--- src/rtl/bcd_udcnt_n_pkg.sv ---
// Shared constants and helpers for the multi-digit up/down counter.
package bcd_udcnt_n_pkg;

  localparam int DIGIT_W    = 4;
  localparam int DIGITS_MAX = 8;

  // Terminal value of one digit for the current count direction.
  function automatic logic [DIGIT_W-1:0] digit_limit(input logic up, input int modulus);
    return up ? DIGIT_W'(modulus - 1) : '0;
  endfunction

endpackage

--- src/rtl/bcd_udcnt_n_if.sv ---
// Control/data bundle of the counter: master drives controls, slave is the counter.
interface bcd_udcnt_n_if #(parameter int DIGITS = 4);
  import bcd_udcnt_n_pkg::*;

  logic                      CLR;
  logic                      LOAD;
  logic [DIGIT_W*DIGITS-1:0] D;
  logic                      EN;
  logic                      CI;
  logic                      UP;
  logic [DIGIT_W*DIGITS-1:0] Q;
  logic                      TC;
  logic                      CO;
  logic                      WRAP;
  logic                      LDERR;

  modport master (output CLR, LOAD, D, EN, CI, UP,
                  input  Q, TC, CO, WRAP, LDERR);
  modport slave  (input  CLR, LOAD, D, EN, CI, UP,
                  output Q, TC, CO, WRAP, LDERR);
endinterface

--- src/rtl/bcd_udcnt_digit.sv ---
// One modulo-MODULUS digit cell: clear, clamped load, up/down step, limit flag.
module bcd_udcnt_digit
  import bcd_udcnt_n_pkg::*;
#(
  parameter int MODULUS = 10
) (
  input  logic               CLK,
  input  logic               RESET_B,
  input  logic               CLR,
  input  logic               LOAD,
  input  logic [DIGIT_W-1:0] D,
  input  logic               EN_IN,
  input  logic               UP,
  input  logic               HOLD,
  output logic [DIGIT_W-1:0] Q,
  output logic               AT_LIMIT
);

  localparam logic [DIGIT_W:0]   MOD_X = (DIGIT_W+1)'(MODULUS);
  localparam logic [DIGIT_W-1:0] TOP   = DIGIT_W'(MODULUS - 1);

  logic [DIGIT_W-1:0] q_q, q_d;

  // Next digit value: clear beats load beats step; HOLD freezes a saturated count.
  always_comb begin
    q_d = q_q;
    if (CLR) begin
      q_d = '0;
    end else if (LOAD) begin
      q_d = ({1'b0, D} >= MOD_X) ? TOP : D;
    end else if (EN_IN && !HOLD) begin
      if (UP) q_d = (q_q == TOP) ? '0 : q_q + 1'b1;
      else    q_d = (q_q == '0) ? TOP : q_q - 1'b1;
    end
  end

  // Digit state register.
  always_ff @(posedge CLK or negedge RESET_B) begin
    if (!RESET_B) q_q <= '0;
    else          q_q <= q_d;
  end

  assign Q        = q_q;
  assign AT_LIMIT = (q_q == digit_limit(UP, MODULUS));

endmodule

--- src/rtl/bcd_udcnt_n.sv ---
// Cascadable DIGITS x modulo-MODULUS up/down counter with wrap or saturate mode.
module bcd_udcnt_n
  import bcd_udcnt_n_pkg::*;
#(
  parameter int DIGITS  = 4,
  parameter int MODULUS = 10,
  parameter bit SAT     = 1'b0
) (
  input  logic         CLK,
  input  logic         RESET_B,
  bcd_udcnt_n_if.slave bus
);

  localparam logic [DIGIT_W:0] MOD_X = (DIGIT_W+1)'(MODULUS);

  if (DIGITS < 1 || DIGITS > DIGITS_MAX) begin : g_bad_digits
    $error("bcd_udcnt_n: DIGITS out of range");
  end

  logic [DIGITS-1:0] en_in;
  logic [DIGITS-1:0] at_limit;
  logic              eff_en, tc, hold, any_oor;
  logic              wrap_q, wrap_d, lderr_q, lderr_d;

  assign eff_en = bus.EN & bus.CI;
  assign tc     = &at_limit;
  assign hold   = SAT & tc;

  // Ripple enable: a digit steps only when every lower digit sits at its limit.
  always_comb begin
    en_in[0] = eff_en;
    for (int k = 1; k < DIGITS; k++) en_in[k] = en_in[k-1] & at_limit[k-1];
  end

  for (genvar k = 0; k < DIGITS; k++) begin : g_dig
    bcd_udcnt_digit #(.MODULUS(MODULUS)) u_dig (
      .CLK      (CLK),
      .RESET_B  (RESET_B),
      .CLR      (bus.CLR),
      .LOAD     (bus.LOAD),
      .D        (bus.D[DIGIT_W*k +: DIGIT_W]),
      .EN_IN    (en_in[k]),
      .UP       (bus.UP),
      .HOLD     (hold),
      .Q        (bus.Q[DIGIT_W*k +: DIGIT_W]),
      .AT_LIMIT (at_limit[k])
    );
  end

  // Any load field that will be clamped.
  always_comb begin
    any_oor = 1'b0;
    for (int k = 0; k < DIGITS; k++)
      any_oor = any_oor | ({1'b0, bus.D[DIGIT_W*k +: DIGIT_W]} >= MOD_X);
  end

  // Event pulses: a counted step at terminal count, or a clamped load.
  always_comb begin
    wrap_d  = !bus.CLR && !bus.LOAD && eff_en && tc;
    lderr_d = !bus.CLR && bus.LOAD && any_oor;
  end

  // Pulse registers.
  always_ff @(posedge CLK or negedge RESET_B) begin
    if (!RESET_B) begin
      wrap_q  <= 1'b0;
      lderr_q <= 1'b0;
    end else begin
      wrap_q  <= wrap_d;
      lderr_q <= lderr_d;
    end
  end

  assign bus.TC    = tc;
  assign bus.CO    = tc & eff_en;
  assign bus.WRAP  = wrap_q;
  assign bus.LDERR = lderr_q;

endmodule
--- src/flat_wrapper.sv ---
// flat-port wrapper written by rule: the top's interface ports become plain ports
module bcd_udcnt_n_flat import bcd_udcnt_n_pkg::*;
#(
  parameter int DIGITS  = 4,
  parameter int MODULUS = 10,
  parameter bit SAT     = 1'b0
)
  (CLK, RESET_B, bus_CLR, bus_LOAD, bus_D, bus_EN, bus_CI, bus_UP, bus_Q, bus_TC, bus_CO, bus_WRAP, bus_LDERR);
  bcd_udcnt_n_if #(.DIGITS(DIGITS)) bus_i ();
  input  logic CLK;
  input  logic RESET_B;
  input wire logic [$bits(bus_i.CLR)-1:0] bus_CLR;
  input wire logic [$bits(bus_i.LOAD)-1:0] bus_LOAD;
  input wire logic [$bits(bus_i.D)-1:0] bus_D;
  input wire logic [$bits(bus_i.EN)-1:0] bus_EN;
  input wire logic [$bits(bus_i.CI)-1:0] bus_CI;
  input wire logic [$bits(bus_i.UP)-1:0] bus_UP;
  output wire logic [$bits(bus_i.Q)-1:0] bus_Q;
  output wire logic [$bits(bus_i.TC)-1:0] bus_TC;
  output wire logic [$bits(bus_i.CO)-1:0] bus_CO;
  output wire logic [$bits(bus_i.WRAP)-1:0] bus_WRAP;
  output wire logic [$bits(bus_i.LDERR)-1:0] bus_LDERR;
  assign bus_i.CLR = bus_CLR;
  assign bus_i.LOAD = bus_LOAD;
  assign bus_i.D = bus_D;
  assign bus_i.EN = bus_EN;
  assign bus_i.CI = bus_CI;
  assign bus_i.UP = bus_UP;
  assign bus_Q = bus_i.Q;
  assign bus_TC = bus_i.TC;
  assign bus_CO = bus_i.CO;
  assign bus_WRAP = bus_i.WRAP;
  assign bus_LDERR = bus_i.LDERR;
  bcd_udcnt_n #(.DIGITS(DIGITS), .MODULUS(MODULUS), .SAT(SAT)) u_core (.CLK(CLK), .RESET_B(RESET_B), .bus(bus_i));
endmodule
--- config.mk ---
export PLATFORM = sky130hd
export DESIGN_NAME = bcd_udcnt_n_flat
export DESIGN_NICKNAME = d
export VERILOG_FILES = /design/src/rtl/bcd_udcnt_n_pkg.sv /design/src/rtl/bcd_udcnt_n_if.sv /design/src/rtl/bcd_udcnt_digit.sv /design/src/rtl/bcd_udcnt_n.sv /design/src/flat_wrapper.sv
export SDC_FILE = /design/constraint.sdc
export NUM_CORES = 1
export LEC_CHECK = 0
export ABC_AREA = 1
export CAP_MARGIN = 25
export CORE_ASPECT_RATIO = 1.4
export CORE_UTILIZATION = 40
export CTS_CLUSTER_DIAMETER = 200
export CTS_CLUSTER_SIZE = 14
export DETAILED_ROUTE_END_ITERATION = 16
export DONT_BUFFER_PORTS = 1
export PLACE_DENSITY = 0.61
export SYNTH_ARGS = -nofsm -noshare
export SYNTH_HDL_FRONTEND = slang
export SYNTH_HIERARCHICAL = 1
export SYNTH_SLANG_ARGS = --single-unit
export TNS_END_PERCENT = 100
--- constraint.sdc ---
create_clock -name CLK -period 1.8 [get_ports CLK]
set_input_delay 0.36 -clock CLK [delete_from_list [all_inputs] [get_ports CLK]]
set_output_delay 0.36 -clock CLK [all_outputs]
set_load 0.05 [all_outputs]
==> summary.md <==
| Metric | Value |
|---|---|
| Run status | finished, violations left |
| Violations in the final reports | negative setup slack |
| Total length of routed wires | 5634 µm |
| RD Place Congestion | 0.8154 |
| Hold Path Class | primary input to register |
| Longest Clk Path Bufs | 2 |
| Pre-antenna DRT Iters | 4 |
| Number of violations reported at the end of detailed-routing iteration 0 | 134 |
| XOR/XNOR share of the synthesized area | 1.670% |
| Total track usage | 20.51% |
| Post-route cell area | about 2700 µm² |
| Die Outline Area | ~5500 µm² |
| Final setup margin | -236.8 ps |
| Post-detailed-route via-to-cell ratio | 5.025 |
| Cell Area, Synth | 2098 µm² |
| Worst setup skew after layout | 5.664 ps |
| Setup slack, reg-to-reg | -20 ps |
| Number of storage elements in the synthesis netlist | 18 |
| Adder and majority cell fraction of the synthesized area | 9.541% |
| Insertion delay to the later sink of the worst-skew pair | 260 ps |
| Final core utilization | 54.12% |
| Standard-cell rows | 30 |
| Transition time of the tightest slew-check pin | 888.6 ps |
| Seq/Total Area, Yosys | 21.47% |
| Count of boundary I/O pins | 43 |
| Fraction of final layout cells with drive strength greater than 1 | 25.53% |
| Total gr overflow | 0 |
| Setup violation total in the final timing report | 3 |
| Synth Area in Simple Gates | between 40% and 50% |
| Number of enable flip-flop cells after synthesis | 0 |
| Fin. max-slew vios | 0 |
| Clock-pin slew reported for the worst setup and hold paths after clock tree synthesis | 80 ps |
| Pin count of the biggest net entering global routing | 31 |
| Top cell type's share of synthesized area | between 20% and 30% |
| Global-route wire length before repair | 9170 µm |
| Main combinational cell family by area after synthesis | simple AND/OR/NAND/NOR gates |
| Number of distinct library cells after synthesis | 27 |
| Height of the die | about 88 µm |
| Maximum fanout along the worst path | 3 |
| Proportion of register bits with asynchronous set or reset after synthesis | 100.0% |
| Number of levels the H-tree was split into | 1 |
| Most common cell in the netlist | sky130_fd_sc_hd__nand2_1 |
| Yosys warning total | 6 |
| RSZ-0062 raised after global routing | true |
| Clock sink count | 18 |
| Port Buffer Count | 0 |
| Die W | 63.21 µm |
| Half-perimeter wire length after placement | 4059 µm |
| Via count of the first global-routing pass | 2066 |
| Max VDD drop | 0.0002959 V |
| Period minus WS final | 2037 ps |
| Area growth from synthesis to final layout | 27.79% |
| CTS tree | built |
| Average routed wire per standard cell | 12.69 µm |
| CP Class | register to output pin |
| Max-capacitance violation count | 0 |
| Routed via count | 2231 |
| Average cell area after synthesis | 6.153 µm² |
| Core footprint | just under 5000 µm² |
| Biggest area consumer among synthesized cells | sky130_fd_sc_hd__nand2_1 |
| Area contributors post-synth | sky130_fd_sc_hd__nand2_1, sky130_fd_sc_hd__dfrtp_1, sky130_fd_sc_hd__ha_1 |
| Worst EP required | roughly 1400 ps |
| Root buffer cell | sky130_fd_sc_hd__clkbuf_8 |
| Leading register cell type out of synthesis | sky130_fd_sc_hd__dfrtp_1 |
| Startpoint Class | register |
| Cell area after placement | 2399 µm² |
| Multiplexer share of the synthesized area | 0% |
| Areal power density over the cells | 580.4 nW/µm² |
| Number of diodes added for antenna fixing | 0 |
| Final hold violation count | 0 |
| Starting Density | 42.35% |
| Crit path capture type | output pin |
| Leak | between 0.001 and 0.0015 µW |
| Headroom to the max-slew limit | around two fifths |
| Number of instances in the synthesized netlist | 341 |
| Endpoint arrival time on the critical path | 1680 ps |
| # DRC | 0 |
| Net count of the finished layout | 420 |
| Accumulated negative setup slack | -440.2 ps |
| Fraction of the mapped netlist area in compound gates | 13.36% |
| Post-route clock period utilization | 113.2% |
| Number of CTS-inserted buffers | 3 |
| ANT nets after route | 0 |
| Ranking of synthesized cells by instance count | sky130_fd_sc_hd__nand2_1, sky130_fd_sc_hd__nor2_1, sky130_fd_sc_hd__a21oi_1, sky130_fd_sc_hd__inv_1, sky130_fd_sc_hd__nand3_1 |
| Maximum frequency from static timing analysis | 491.0 MHz |
| Number of antenna violations at the first check in global routing | 0 |
-- worst max-delay path: stages (launching register included) --
cell and delay, ps:
sky130_fd_sc_hd__dfrtp_2 430, sky130_fd_sc_hd__inv_2 70, sky130_fd_sc_hd__a21oi_2 40, sky130_fd_sc_hd__nor4_4 290, sky130_fd_sc_hd__nand4_1 170, sky130_fd_sc_hd__buf_6 170
sky130_fd_sc_hd__nor2_4 90, sky130_fd_sc_hd__buf_12 140
-- worst paths after layout --
check,startpoint,endpoint,cells past startpoint
worst max register to register,u_core/g_dig[0].u_dig/Q[3],u_core/g_dig[3].u_dig/Q[1],11
worst max-delay path,u_core/g_dig[0].u_dig/Q[3],bus_CO,7
worst min register to register,u_core/g_dig[3].u_dig/Q[3],u_core/g_dig[3].u_dig/Q[3],3
max in group asynchronous,RESET_B,u_core/g_dig[2].u_dig/Q[0],1
min in group asynchronous,RESET_B,u_core/bus.LDERR,1
worst min-delay path,bus_LOAD,u_core/bus.LDERR,2
-- where the power goes --
part	internal (µW)	switching, µW
registers	437	30.5
logic	275	466
clock network	195	153
-- registers in the layout (all words and copies together), names as in the netlist --
name / cells
u_core/bus.LDERR: 1
u_core/g_dig.u_dig/Q: 16
u_core/bus.WRAP: 1
-- layout make-up --
type / count / area (µm²)
sequential: 18 / 459.2
inverter: 36 / 147.6
tap: 64 / 80.08
fill: 519 / 2273
clock buffer: 4 / 55.05
timing repair buffer: 40 / 335.3
multi-input combinational: 282 / 1604
-- cells in the final DEF (no fill, tap or decap), types with 2 or more instances in the layout --
| cell type | instances |
|---|---|
| sky130_fd_sc_hd__a21oi_1 | 24 |
| sky130_fd_sc_hd__a21oi_2 | 8 |
| sky130_fd_sc_hd__buf_12 | 2 |
| sky130_fd_sc_hd__buf_4 | 35 |
| sky130_fd_sc_hd__buf_6 | 2 |
| sky130_fd_sc_hd__clkbuf_8 | 4 |
| sky130_fd_sc_hd__conb_1 | 4 |
| sky130_fd_sc_hd__dfrtp_1 | 11 |
| sky130_fd_sc_hd__dfrtp_2 | 7 |
| sky130_fd_sc_hd__ha_1 | 16 |
| sky130_fd_sc_hd__inv_1 | 28 |
| sky130_fd_sc_hd__inv_2 | 7 |
| sky130_fd_sc_hd__nand2_1 | 121 |
| sky130_fd_sc_hd__nand3_1 | 20 |
| sky130_fd_sc_hd__nand3_2 | 4 |
| sky130_fd_sc_hd__nand3b_1 | 4 |
| sky130_fd_sc_hd__nor2_1 | 26 |
| sky130_fd_sc_hd__nor2_2 | 7 |
| sky130_fd_sc_hd__nor2_4 | 8 |
| sky130_fd_sc_hd__nor3_2 | 4 |
| sky130_fd_sc_hd__nor4_2 | 3 |
| sky130_fd_sc_hd__o211ai_1 | 4 |
| sky130_fd_sc_hd__o21ai_0 | 8 |
| sky130_fd_sc_hd__o21ai_1 | 4 |
| sky130_fd_sc_hd__o21bai_4 | 3 |
| sky130_fd_sc_hd__or2_1 | 4 |
| sky130_fd_sc_hd__xor2_1 | 4 |
-- layer usage --
| layer | vias to the layer above | track usage (%) | part of all wire (%) |
|---|---|---|---|
| met5 | - | 0 | 0 |
| met4 | 0 | 6.612 | 1.3 |
| met3 | 6 | 2.344 | 3.5 |
| met2 | 53 | 37.44 | 54 |
| met1 | 1011 | 25.00 | 42 |
| li1 | 1161 | - | - |
-- cell families (layout without fill, tap and decap cells) --
group | after synthesis | in the layout
simple gates | 206 | 206
compound gates | 52 | 52
buf+inv | 44 | 80
flops | 18 | 18
fa+ha+maj | 16 | 16
xor+xnor | 4 | 4
other cells | 1 | 4
-- timing repair --
item,in CTS,in global routing
buffers inserted,4,3
setup endpoints to repair,8,14
pin swaps,4,11
hold endpoints to repair,18,0
hold buffers,1,0
gates resized for setup,8,28
-- stage by stage --
step	hold WS [ps]	instances	total power, µW	worst slack (ps)
after global placement	64.92	432	1139	-32.84
after floorplan	64.41	344	1000	-248.3
after detailed placement	64.71	432	1147	-99.71
after global routing	224.2	444	1664	-291.4
final	216.4	444	1556	-236.8
after CTS	217.3	441	1526	-194.1
Power figures use the tool's default switching activity.
